--- src/rtl/div_unit.sv ---
// Multi-cycle radix-2 restoring divider for DIV/DIVU: stalls execute while busy and
// commits the remainder to HI and the quotient to LO one cycle after the last step.
module div_unit #(
   parameter int unsigned WIDTH = 32
) (
   input  logic             clk,
   input  logic             rst,
   input  logic             startE,
   input  logic             signedE,
   input  logic [WIDTH-1:0] opaE,
   input  logic [WIDTH-1:0] opbE,
   input  logic             cancelE,
   output logic             stall_divE,
   output logic [WIDTH-1:0] hi_o,
   output logic [WIDTH-1:0] lo_o,
   output logic             result_valid
);

   localparam int unsigned   CW   = (WIDTH > 1) ? $clog2(WIDTH) : 1;
   localparam logic [CW-1:0] LAST = CW'(WIDTH - 1);

   typedef enum logic [1:0] {IDLE, BUSY, DONE} state_e;

   state_e           state_q, state_d;
   logic [CW-1:0]    cnt_q, cnt_d;
   logic [WIDTH-1:0] rem_q, rem_d;
   logic [WIDTH-1:0] quo_q, quo_d;
   logic [WIDTH-1:0] dvs_q, dvs_d;
   logic [WIDTH-1:0] hi_q, hi_d;
   logic [WIDTH-1:0] lo_q, lo_d;
   logic             qneg_q, qneg_d;
   logic             rneg_q, rneg_d;
   logic             dbz_q, dbz_d;
   logic             valid_q, valid_d;

   logic [WIDTH:0]   rem_sh, rem_diff;
   logic [WIDTH-1:0] rem_nx, quo_nx, mag_a, mag_b, quo_fix, rem_fix;

   // quo_q starts as the dividend magnitude; its MSBs feed the remainder while quotient bits enter at the LSB
   always_comb begin : step
      rem_sh   = {rem_q, quo_q[WIDTH-1]};
      rem_diff = rem_sh - {1'b0, dvs_q};
      rem_nx   = rem_diff[WIDTH] ? rem_sh[WIDTH-1:0] : rem_diff[WIDTH-1:0];
      quo_nx   = {quo_q[WIDTH-2:0], ~rem_diff[WIDTH]};
      quo_fix  = qneg_q ? -quo_nx : quo_nx;
      rem_fix  = rneg_q ? -rem_nx : rem_nx;
      mag_a    = (signedE && opaE[WIDTH-1]) ? -opaE : opaE;
      mag_b    = (signedE && opbE[WIDTH-1]) ? -opbE : opbE;
   end

   always_ff @(posedge clk) begin : state_reg
      if (rst) begin
         state_q <= IDLE;
         cnt_q   <= '0;
         hi_q    <= '0;
         lo_q    <= '0;
         valid_q <= 1'b0;
      end else begin
         state_q <= state_d;
         cnt_q   <= cnt_d;
         hi_q    <= hi_d;
         lo_q    <= lo_d;
         valid_q <= valid_d;
      end
      rem_q  <= rem_d;
      quo_q  <= quo_d;
      dvs_q  <= dvs_d;
      qneg_q <= qneg_d;
      rneg_q <= rneg_d;
      dbz_q  <= dbz_d;
   end

   always_comb begin : next_state
      state_d = state_q;
      cnt_d   = cnt_q;
      rem_d   = rem_q;
      quo_d   = quo_q;
      dvs_d   = dvs_q;
      qneg_d  = qneg_q;
      rneg_d  = rneg_q;
      dbz_d   = dbz_q;
      hi_d    = hi_q;
      lo_d    = lo_q;
      valid_d = 1'b0;
      unique case (state_q)
         IDLE: begin
            if (startE && !cancelE) begin
               state_d = BUSY;
               cnt_d   = '0;
               rem_d   = '0;
               quo_d   = mag_a;
               dvs_d   = mag_b;
               qneg_d  = signedE && (opaE[WIDTH-1] ^ opbE[WIDTH-1]);
               rneg_d  = signedE && opaE[WIDTH-1];
               dbz_d   = (opbE == '0);
            end
         end
         BUSY: begin
            if (cancelE) begin
               state_d = IDLE;
            end else begin
               rem_d = rem_nx;
               quo_d = quo_nx;
               cnt_d = cnt_q + 1'b1;
               if (cnt_q == LAST) begin
                  // a zero divisor leaves the dividend magnitude as remainder, so only LO needs forcing
                  state_d = DONE;
                  valid_d = 1'b1;
                  hi_d    = rem_fix;
                  lo_d    = dbz_q ? '1 : quo_fix;
               end
            end
         end
         DONE: state_d = IDLE;
         default: state_d = IDLE;
      endcase
   end

   always_comb begin : outputs
      stall_divE   = ((state_q == IDLE && startE) || state_q == BUSY) && !cancelE && !rst;
      hi_o         = hi_q;
      lo_o         = lo_q;
      result_valid = valid_q;
   end

endmodule
--- config.mk ---
export PLATFORM = sky130hd
export DESIGN_NAME = div_unit
export DESIGN_NICKNAME = d
export VERILOG_FILES = /design/src/rtl/div_unit.sv
export SDC_FILE = /design/constraint.sdc
export NUM_CORES = 1
export LEC_CHECK = 0
export BUFFER_PORTS_ARGS = -buffer_cell sky130_fd_sc_hd__buf_4
export CORE_AREA = 4 4 238 147
export DETAILED_ROUTE_END_ITERATION = 8
export DIE_AREA = 0 0 242 151
export PLACE_DENSITY_LB_ADDON = 0.12
export REMOVE_ABC_BUFFERS = 1
export SLEW_MARGIN = 25
export SYNTH_ARGS = -nofsm -noshare
export SYNTH_HDL_FRONTEND = slang
export SYNTH_SLANG_ARGS = --single-unit
--- constraint.sdc ---
create_clock -name clk -period 6.7 [get_ports clk]
set_input_delay 0.335 -clock clk [delete_from_list [all_inputs] [get_ports clk]]
set_output_delay 0.335 -clock clk [all_outputs]
set_load 0.01 [all_outputs]
==> impl_metrics.toml <==
[logic_synthesis]
synthFlopType = "edfxtp_1"
ys_seq_elements = 171
ys_top_cells_by_area = "edfxtp_1 25%, dfxtp_1 12%, xnor2_1 5.4%"
syn_inst = 1368
synthArstFlopShare = 0
yosysTopAreaCell = "edfxtp_1"
yosys.area.top_type_share = 0.254
synth_edf_count = 99
synth_area_um2 = 11700
ys_top_cells_by_count = "147 x nor2_1, 137 x nand2_1, 99 x edfxtp_1"
postSynthAreaPerCell_um2 = 8.56
yosysWarnings = 0
post_synth_num_cell_types = 81
ys_seq_area_frac = 0.377
yosysMostFrequentCell = "nor2_1"

[finish]
post_route_cells_drive_above_1_share = 0.145
fin_nets = 1575
diodes = 0
areaGrowthSynthToFinish_pct = 16.6
finalNonFillerCells = 1912

[critical_path]
crit_family = "simple AND/OR/NAND/NOR gates"
worst-path-max-fanout = 11
worstPathRequired_ps = 7080
cp-start-kind = "flip-flop"
worstPathCellList = "inv_1 -> ha_1 -> inv_1 -> fa_1 -> a211oi_2 -> o211a_1 -> nor4_4 -> o311a_2 -> nor4_4 -> nor2_4 -> inv_2 -> mux2i_1 -> ha_1 -> inv_1 -> nor4_2 -> nor2_1 -> buf_4 -> nor3_1 -> nand4_1 -> or3_1 -> a31oi_1"
worstPathArrival_ps = 5730
critical_path_class = "flip-flop to flip-flop"
path_common_cell = "inv_1"
crit_slowest_cell = "nor4_4"
path_buf_inv = 5
crit_path_max_incr_delay_ps = 670
cp-end-kind = "flip-flop"

[placed_design]
dp_hpwl_um = 28900
gp_congestion = 0.904
dp.cells = 1880
io_buffer_count = 134

[min_path]
hold_class = "input port to flip-flop"

[sta]
worstMarginPinSlew_ps = 868
relSlewSlack = 0.416
rsz0062_at_grt = "false"
drv_slew = 0
min_period_ps = 5350
setup_viol = 0
fin_crit_sh = 0.798
fin_skew_ps = 13.0
max_freq_mhz = 187
finalSetupTns_ps = 0
hold_viol = 0

[floorplanning]
die_w_um = 242
ios = 135
rows = 52
initial_utilization = 0.354
fp.dieH_um = 151
fp.coreArea_um2 = 33100
die_area_um2 = 36500

[global_route]
track_usage = 0.200
grt_start_max_net_pins = 64
grt_pass1_wl_um = 56800
grt.overflow.total = 0
grt_pass1_vias = 9614
grt_antenna_before_repair = 0

[power_and_ir_drop]
ir_drop_v = 0.000187
powerDensity_nw_per_um2 = 211
p_leak_uw = 0.00518

[cts]
cts_setup_buffers = 0
clkTransAtPathRegs_ps = 70
insertion_delay_ps = 460
cts_buffers = 17
ctsHoldBuffers = 0
clock_path_buffers = 2
cts.sinks = 171
cts_max_level = 4
cts_tree = "yes"
cts_root_buf = "clkbuf_16"
post_cts_resized = 0

[detailed_routing]
drt_iter0_drc = 929
drcViolationCount = 0
drtAntennaViolNets = 0
firstDrtPassIters = 5
routedWlPerCell_um = 19.6
vias_per_cell = 5.54
vias = 10600
wl_um = 37600

[outcome]
status = "completed"

[run]
drv_cap = 0
==> kinds of logic (layout without fill, tap and decap cells) <==
| group | Yosys count | count (layout) | share of synthesized area |
|---|---|---|---|
| DFF | 171 | 171 | 0.377 |
| AOI/OAI and AO/OA | 347 | 347 | 0.190 |
| buffers and inverters | 124 | 236 | 0.0437 |
| adders and majority gates | 39 | 39 | 0.0423 |
| xor gates and xnor gates | 130 | 130 | 0.0972 |
| and+or+nand+nor | 525 | 525 | 0.222 |
| muxes | 32 | 32 | 0.0282 |
==> power by group <==
group,total [uW],leakage (uW),internal (uW),switching [uW]
logic,691,0.00338,253,438
registers,1210,0.00152,1170,39.9
clock network,987,0.000283,540,447
==> per-layer routing <==
layer  vias to the layer above  global-route usage  part of all wire
met3                        30              0.0409             0.066
met5                         -                   0                 0
met4                         0              0.0504             0.012
li1                       5182                   -                 -
met2                       344               0.271              0.39
met1                      5039               0.318              0.53
==> worst register-to-register path, cell delays in order, from the launching register on <==
cell and delay (ps):
edfxtp_1 460, inv_1 90, ha_1 160, inv_1 50, fa_1 430, a211oi_2 230
o211a_1 260, nor4_4 90, o311a_2 400, nor4_4 670, nor2_4 50, inv_2 120
mux2i_1 310, ha_1 230, inv_1 90, nor4_2 300, nor2_1 150, buf_4 190
nor3_1 340, nand4_1 160, or3_1 340, a31oi_1 160
==> path summary, 6_finish.rpt <==
kind,start,to,slack [ps],cells past startpoint
setup / recovery,quo_q[31],hi_o[28],1350,21
hold / removal,opbE[0],dvs_q[0],100,1
hold reg to reg,hi_o[4],hi_o[4],460,2
setup reg to reg,quo_q[31],hi_o[28],1350,21
==> flip-flops by register name, indices dropped and copies added, names as in the netlist <==
register      cells
dvs_q            32
hi_o             32
lo_o             32
quo_q            32
rem_q            32
cnt_q             5
state_q           2
dbz_q             1
qneg_q            1
result_valid      1
rneg_q            1
==> area by class of cell <==
type / count / area, um2
well taps: 432 / 541
inverters: 56 / 211
fillers: 3355 / 19400
multi-input cells: 1073 / 6810
repair buffers: 148 / 1110
clock buffers: 23 / 512
clock inverters: 9 / 57.6
flip-flops and latches: 171 / 4410
==> layout by cell type (no fill, tap or decap), types with 53 or more instances in the layout <==
master    count
xor2_1       58
edfxtp_1     99
nor3_1       55
nor2_1      147
o21ai_0      92
dfxtp_1      72
xnor2_1      72
nand2_1     137
a21oi_1      97
buf_4       148
inv_1        53
==> per-stage QoR <==
step	hold slack, ps	setup WS [ps]	util	instance area, um2	total power [uW]
2_1_floorplan	404	-97.9	-	11400	1680
3_5_place_dp	449	1420	0.396	13100	1910
5_1_grt	87.8	961	0.413	13700	3020
3_3_place_gp	442	1600	0.396	13100	1910
4_1_cts	82.3	1390	0.413	13700	2900
6_report	101	1350	0.413	13700	2890
No activity file was read; power rests on OpenSTA's default activity.
